## src/rtl/dmem_responder.sv

```systemverilog
// dmem_responder
//   Target end of the datapath load/store interface. Accepts one word read or
//   write at a time, waits WAIT_CYCLES clocks, performs the access and returns
//   a response that is held until the requester takes it.
//
// Ports
//   clk        clock, rising edge
//   rst_n      synchronous reset, active low
//   req_valid  request present
//   req_ready  responder can accept a request (IDLE only)
//   req_we     1 = write, 0 = read
//   req_addr   byte address, bit 0 ignored
//   req_wdata  write data
//   rsp_valid  response present
//   rsp_ready  requester accepts the response
//   rsp_rdata  read data, 0 for writes
//   rsp_err    address error flag
//   busy       request in flight
//
// Build option
//   DMEM_RANGE_CHECK_EN  when defined, word addresses >= DEPTH are flagged
//                        with rsp_err, writes to them are dropped and reads
//                        return 0. When undefined, upper address bits are
//                        ignored and addresses alias modulo DEPTH words.
//
// state | meaning
// ------+-------------------------------------------------
// IDLE  | ready for a request
// WAIT  | request captured, counting down wait states
// RESP  | response presented, waiting for rsp_ready

module dmem_responder #(
  parameter int DATA_W      = 16,
  parameter int DEPTH       = 8,
  parameter int IDX_W       = 3,
  parameter int WAIT_CYCLES = 2
) (
  input  logic              clk,
  input  logic              rst_n,
  input  logic              req_valid,
  output logic              req_ready,
  input  logic              req_we,
  input  logic [15:0]       req_addr,
  input  logic [DATA_W-1:0] req_wdata,
  output logic              rsp_valid,
  input  logic              rsp_ready,
  output logic [DATA_W-1:0] rsp_rdata,
  output logic              rsp_err,
  output logic              busy
);

  typedef enum logic [1:0] {IDLE, WAIT, RESP} state_t;

  localparam logic [3:0]  WAIT_LD = 4'(WAIT_CYCLES);
  localparam logic [14:0] DEPTH_W = 15'(DEPTH);

  state_t              state, state_nxt;
  logic [3:0]          cnt;
  logic                cap_we;
  logic [14:0]         cap_waddr;
  logic [DATA_W-1:0]   cap_wdata;
  logic [IDX_W-1:0]    cap_idx;
  logic                addr_oor;
  logic                accept;
  logic                access;

  // Zero at time 0; deliberately not cleared by reset.
  logic [DATA_W-1:0]   mem [DEPTH] = '{default: '0};

  assign cap_idx = cap_waddr[IDX_W-1:0];

`ifdef DMEM_RANGE_CHECK_EN
  assign addr_oor = (cap_waddr >= DEPTH_W);
  logic unused_bits;
  assign unused_bits = req_addr[0];
`else
  assign addr_oor = 1'b0;
  logic unused_bits;
  assign unused_bits = ^{req_addr[0], cap_waddr};
`endif

  assign busy = (state != IDLE);

  always_ff @(posedge clk) begin
    if (!rst_n) state <= IDLE;
    else        state <= state_nxt;
  end

  always_comb begin
    state_nxt = state;
    req_ready = 1'b0;
    accept    = 1'b0;
    access    = 1'b0;
    case (state)
      IDLE: begin
        req_ready = 1'b1;
        if (req_valid) begin
          accept    = 1'b1;
          state_nxt = WAIT;
        end
      end
      WAIT: begin
        if (cnt == 4'd0) begin
          access    = 1'b1;
          state_nxt = RESP;
        end
      end
      RESP: begin
        if (rsp_valid && rsp_ready) state_nxt = IDLE;
      end
      default: state_nxt = IDLE;
    endcase
  end

  always_ff @(posedge clk) begin
    if (!rst_n) begin
      cnt       <= '0;
      cap_we    <= 1'b0;
      cap_waddr <= '0;
      cap_wdata <= '0;
      rsp_valid <= 1'b0;
      rsp_rdata <= '0;
      rsp_err   <= 1'b0;
    end else begin
      if (accept) begin
        cap_we    <= req_we;
        cap_waddr <= req_addr[15:1];
        cap_wdata <= req_wdata;
        cnt       <= WAIT_LD;
      end else if (state == WAIT && cnt != 4'd0) begin
        cnt <= cnt - 4'd1;
      end

      if (access) begin
        rsp_valid <= 1'b1;
        rsp_err   <= addr_oor;
        rsp_rdata <= (cap_we || addr_oor) ? '0 : mem[cap_idx];
      end else if (state == RESP && rsp_ready) begin
        rsp_valid <= 1'b0;
      end
    end
  end

  // Gated by rst_n so a reset on the access edge abandons the write.
  always_ff @(posedge clk) begin
    if (rst_n && access && cap_we && !addr_oor)
      mem[cap_idx] <= cap_wdata;
  end

endmodule

```

## config.mk

```make
export PLATFORM = sky130hd
export DESIGN_NAME = dmem_responder
export DESIGN_NICKNAME = d
export VERILOG_FILES = /design/src/rtl/dmem_responder.sv
export SDC_FILE = /design/constraint.sdc
export NUM_CORES = 1
export LEC_CHECK = 0
export CORE_UTILIZATION = 50
export DETAILED_ROUTE_END_ITERATION = 6
export GPL_ROUTABILITY_DRIVEN = 0
export GPL_TIMING_DRIVEN = 0
export PLACE_DENSITY = 0.7
export SYNTH_ARGS = -nofsm -noshare
export SYNTH_HDL_FRONTEND = slang
export SYNTH_SLANG_ARGS = --single-unit
```

## constraint.sdc

```tcl
create_clock -name clk -period 5.1 [get_ports clk]
set_input_delay 1.275 -clock clk [delete_from_list [all_inputs] [get_ports clk]]
set_output_delay 1.275 -clock clk [all_outputs]
set_load 0.01 [all_outputs]
```

==> results of run 1 <==
per-stage QoR:
step | cell area, µm² | total power [µW] | hold slack (ps) | setup WS (ps)
finish | 7950 | 3040 | 474 | 1670
floorplan | 6580 | 1750 | 458 | 1550
CTS | 7950 | 3050 | 482 | 1690
global placement | 7210 | 1830 | 462 | -669
detailed placement | 7380 | 1840 | 468 | 1270
global route | 7950 | 3120 | 492 | 1590
routing by layer:
layer  routed length [µm]  up-vias  global-route usage [%]
met4                  329        0                    10.0
met1                 5370     1741                    26.2
met2                 6350      116                    33.9
li1                     -     1617                       -
met5                    0        -                       0
met3                  681       25                    5.29
worst paths after layout:
| kind | startpoint | end | slack [ps] | cells after the start |
|---|---|---|---|---|
| setup / recovery | rst_n | mem[0][12] | 1670 | 5 |
| hold / removal | rsp_rdata[6] | rsp_rdata[6] | 470 | 1 |
| setup reg to reg | cnt[0] | mem[0][12] | 1990 | 7 |
| hold reg to reg | rsp_rdata[6] | rsp_rdata[6] | 470 | 1 |
cells in the final DEF (no fill, tap or decap), drive strengths merged, types with 2 or more instances in the layout:
master,n
inv,6
or3,2
or3b,2
nand3b,2
nor3,4
edfxtp,128
a21oi,27
mux2,16
nor3b,2
clkdlybuf4s50,42
clkinv,5
nor4,5
o21ai,4
buf,23
a22o,16
nand2,46
nor2,2
or4,2
clkbuf,35
dfxtp,46
mux4,32
state kept, by name, indices dropped and copies added (netlist names), named ones only:
register	count
rsp_rdata	16
mem	128
state	2
rsp_valid	1
cap_we	1
cap_wdata	16
cap_waddr	3
cnt	4
final cells by class:
| cell class | count | share of cell area (%) |
|---|---|---|
| buffer | 18 | 1.43 |
| timing repair buffer | 56 | 6.89 |
| multi-input combinational | 169 | 21.6 |
| inverter | 7 | 0.331 |
| clock buffer | 26 | 6.41 |
| clock inverter | 6 | 0.724 |
| tap | 172 | 2.71 |
| sequential | 174 | 59.9 |
logic make-up after synthesis:
kind of cell | after synthesis | synth area share, %
DFF | 174 | 72.5
and+or+nand+nor | 71 | 5.33
AOI/OAI and AO/OA | 48 | 4.59
muxes | 48 | 15.2
buffers and inverters | 25 | 2.13
adders and majority gates | 1 | 0.190
other | 1 | 0.0570
where the power goes:
group | switching [µW] | internal [µW]
clock network | 488 | 733
logic | 110 | 114
registers | 36.2 | 1550
==> results_dict.tcl, run 1 <==
set metrics [dict create \
    status "completed" \
    worstPathRequired_ps 5230 \
    multi_input_area_mm2 0.00172 \
    n_antenna_cell 0 \
    seq_area_mm2 0.00476 \
    yosysTopAreaCellShare_pct 58.5 \
    slew_headroom_pct 31.1 \
    synthTopCellsByArea "edfxtp_1 (58%), dfxtp_1 (14%), mux4_1 (11%)" \
    cts_max_level 4 \
    ant_nets 0 \
    io_buffers 42 \
    syn_avg_cell_area_um2 17.9 \
    fill_cells 947 \
    dp.cells 596 \
    dieArea_mm2 0.0136 \
    wire_per_inst_um 20.3 \
    syn_inst 368 \
    drive_above_1_share_pct 18.0 \
    cts.sinks 174 \
    grt_max_degree 17 \
    dieWidth_um 117 \
    peakVddDrop_v 0.000245 \
    fin_crit_sh_pct 67.2 \
    dp.final_hpwl_um 8410 \
    globalRouteTotalUtil_pct 20.8 \
    cts_hold_buf 0 \
    cts_made_buffers 17 \
    min_period_ps 3430 \
    setup_tns_ps 0 \
    synth-seq-area-share_pct 72.5 \
    crit_buf_inv 3 \
    cts_resized 0 \
    setup_viol 0 \
    yosysTopAreaCell "edfxtp_1" \
    drc_errors 0 \
    skew_ps 8.60 \
    cap_viol_max_count 0 \
    drtPass1Iterations 5 \
    crit_family "simple AND/OR/NAND/NOR gates" \
    gr-total-overflow 0 \
    max_stage_delay_ps 860 \
    final_core_util_pct 62.5 \
    yosys_warnings 0 \
    cp.arrival_ps 3560 \
    die_h_um 117 \
    grt_pass1_wl_um 19200 \
    cts_max_path_buffers 2 \
    powerDensity_mw_per_mm2 382 \
    ys_types 34 \
    stdcell_count 628 \
    core_mm2 0.0127 \
    crit_slowest_cell "nor4_2" \
    initialDrtViolationCount 247 \
    slew_viol_final 0 \
    cts_tree "done" \
    synth_edf_count 128 \
    critPathKind "in2reg" \
    rows 41 \
    avgViaCountPerCell 5.57 \
    start_util_pct 51.7 \
    ys_seq_elements 174 \
    worstHoldPathType "reg2reg" \
    crit_chain "clkdlybuf4s50_1 > nand4_1 > nor4_2 > buf_4 > buf_6" \
    timing_hold_violations_final 0 \
    ys_dominant_reg_cell "edfxtp_1" \
    setup.worst_path.start_class "input pin" \
    syn_nets 406 \
    rsz0062_at_grt "false" \
    crit_path_end_kind "flop" \
    crit_fanout 8 \
    grt_antenna_before_repair 0 \
    grt_pass1_vias 3543 \
    tightest_slew_ps 1030 \
    insertion_delay_ps 430 \
    layout.nets 481 \
    routed-via-count 3499 \
    p_leak_uw 0.00264 \
    postCtsSetupBuffers 0 \
    postSynth.asyncResetShare_pct 0 \
    wl_um 12700 \
    synthTopCellsByCount "edfxtp_1 (128), dfxtp_1 (46), nand2_1 (46)" \
    synth_area_mm2 0.00658 \
    cts.clk_slew.worst_paths_ps 60 \
    root_buffer "clkbuf_16" \
    pin_count 57 \
    synth_most_common_cell "edfxtp_1" \
    areaGrowthSynthToFinish_pct 20.9 \
    fmax_ghz 0.292 \
]
Power figures use the tool's default switching activity.
==> inputs of run 2 (changes only) <==
--- a/config.mk
+++ b/config.mk
@@ -9,7 +9,7 @@
 export DETAILED_ROUTE_END_ITERATION = 6
 export GPL_ROUTABILITY_DRIVEN = 0
 export GPL_TIMING_DRIVEN = 0
-export PLACE_DENSITY = 0.7
+export PLACE_DENSITY = 0.72
 export SYNTH_ARGS = -nofsm -noshare
 export SYNTH_HDL_FRONTEND = slang
 export SYNTH_SLANG_ARGS = --single-unit
==> constraint.sdc (replaced) <==
create_clock -name clk -period 3.12 [get_ports clk]
set_input_delay 0.78 -clock clk [delete_from_list [all_inputs] [get_ports clk]]
set_output_delay 0.78 -clock clk [all_outputs]
set_load 0.01 [all_outputs]
==> results_dict.tcl, run 2 (synthesis results as in run 1) <==
set metrics [dict create \
    status "completed" \
    cap_viol_max_count 0 \
    grt_pass1_vias 3559 \
    timing_hold_violations_final 0 \
    avgViaCountPerCell 5.60 \
    p_leak_uw 0.00265 \
    dp.final_hpwl_um 8180 \
    crit_path_end_kind "flop" \
    finalPower_uw 5150 \
    cp.arrival_ps 3210 \
    io_buffers 42 \
    cts.sinks 174 \
    setup_viol 0 \
    pre_cts_slack_ps -173 \
    placed_area_mm2 0.00738 \
    setup.worst_path.start_class "flop" \
    final_common_cell "edfxtp_1" \
    setup_tns_ps 0 \
    top_register "mem" \
    powerDensity_mw_per_mm2 644 \
    ant_nets 0 \
    holdPathStages 1 \
    globalRouteTotalUtil_pct 21.0 \
    crit_slowest_cell "nor4_2" \
    max_stage_delay_ps 710 \
    drtPass1Iterations 4 \
    layout.nets 480 \
    drive_above_1_share_pct 17.8 \
    path_common_cell "buf_4" \
    grt_max_degree 17 \
    worstPathRequired_ps 3250 \
    drc_errors 0 \
    insertion_delay_ps 420 \
    mostFrequentLayoutCells "edfxtp_1 (128), nand2_1 (46), dfxtp_1 (46)" \
    dieWidth_um 117 \
    slew_headroom_pct 34.5 \
    worstHoldPathType "reg2reg" \
    core_mm2 0.0127 \
    crit_chain "inv_1 > ha_1 > nor3b_2 > nand4_1 > nor4_2 > buf_4 > buf_4 > buf_4" \
    areaGrowthSynthToFinish_pct 21.7 \
    skew_ps 7.95 \
    n_antenna_cell 0 \
    biggestRegsByFlops "mem: 128 flops, cap_wdata: 16 flops, rsp_rdata: 16 flops" \
    fin_area_mm2 0.00800 \
    fin_crit_sh_pct 98.6 \
    wire_per_inst_um 20.3 \
    rows 41 \
    grt_pass1_wl_um 19400 \
    peakVddDrop_v 0.000444 \
    setup_slack_ps 45.0 \
    gr-total-overflow 0 \
    initialDrtViolationCount 304 \
    start_util_pct 51.7 \
    stdcell_count 627 \
    cts.clk_slew.worst_paths_ps 60 \
    grt_antenna_before_repair 0 \
    cts_max_path_buffers 2 \
    slew_viol_final 0 \
    fmax_ghz 0.325 \
    crit_fanout 8 \
    die_h_um 117 \
    dieArea_mm2 0.0136 \
    routed-via-count 3511 \
    min_period_ps 3080 \
    pin_count 57 \
    cts_made_buffers 17 \
    root_buffer "clkbuf_16" \
    largest_reg_flops 128 \
    cts_max_level 4 \
    rsz0062_at_grt "true" \
    cts_hold_buf 0 \
    r2r_cells 8 \
    wl_um 12700 \
    critPathKind "reg2reg" \
    dp.cells 595 \
    tightest_slew_ps 974 \
    cts_tree "done" \
]
-- run 2: cell count changes in the layout (fill, tap and decap cells not counted), sizes merged --
cell,previous run,this run
buf,23,22
bufinv,1,4
clkbuf,35,30
clkinvlp,1,3
-- run 2: worst paths after layout --
path / start / endpoint / slack, ps
max: cnt[0] / mem[4][0] / 40
min: rsp_rdata[6] / rsp_rdata[6] / 470
max reg2reg: cnt[0] / mem[4][0] / 40
min reg2reg: rsp_rdata[6] / rsp_rdata[6] / 470
-- run 2: critical path: cells and delay by family, from the launching register on --
kind,cells,cell delay [ps]
adder cells (fa/ha/maj),1,180
flip-flops,1,320
buffers and inverters,4,690
AND/OR/NAND/NOR,3,1600
-- run 2: stage by stage --
step | utilization, % | hold slack [ps]
CTS | 62.9 | 481
global route | 62.9 | 501
finish | 62.9 | 474
detailed placement | 58.0 | 463
global placement | 56.7 | 461
floorplan | - | 458
-- run 2: layout make-up --
type / count / area [µm²]
clock buffer: 21 / 460
timing repair buffer: 55 / 541
fill: 936 / 4720
multi-input combinational: 169 / 1720
clock inverter: 11 / 164
tap: 172 / 215
sequential: 174 / 4760
buffer: 18 / 114
inverter: 7 / 26.3
-- run 2: metal layers --
metal	wire [µm]	track usage, %	up-vias
met5	0	0	-
met4	252	9.28	0
met3	637	6.38	17
met2	6290	33.2	127
met1	5540	26.9	1752
li1	-	-	1615
-- run 2: what timing repair did --
action	4_1_cts	5_1_grt
endpoints found under the setup margin	0	42
setup buffers	0	0
resized for setup	0	0
-- run 2: power breakdown --
part | switching (µW) | internal (µW)
logic | 179 | 187
registers | 58.4 | 2540
clock network | 815 | 1380
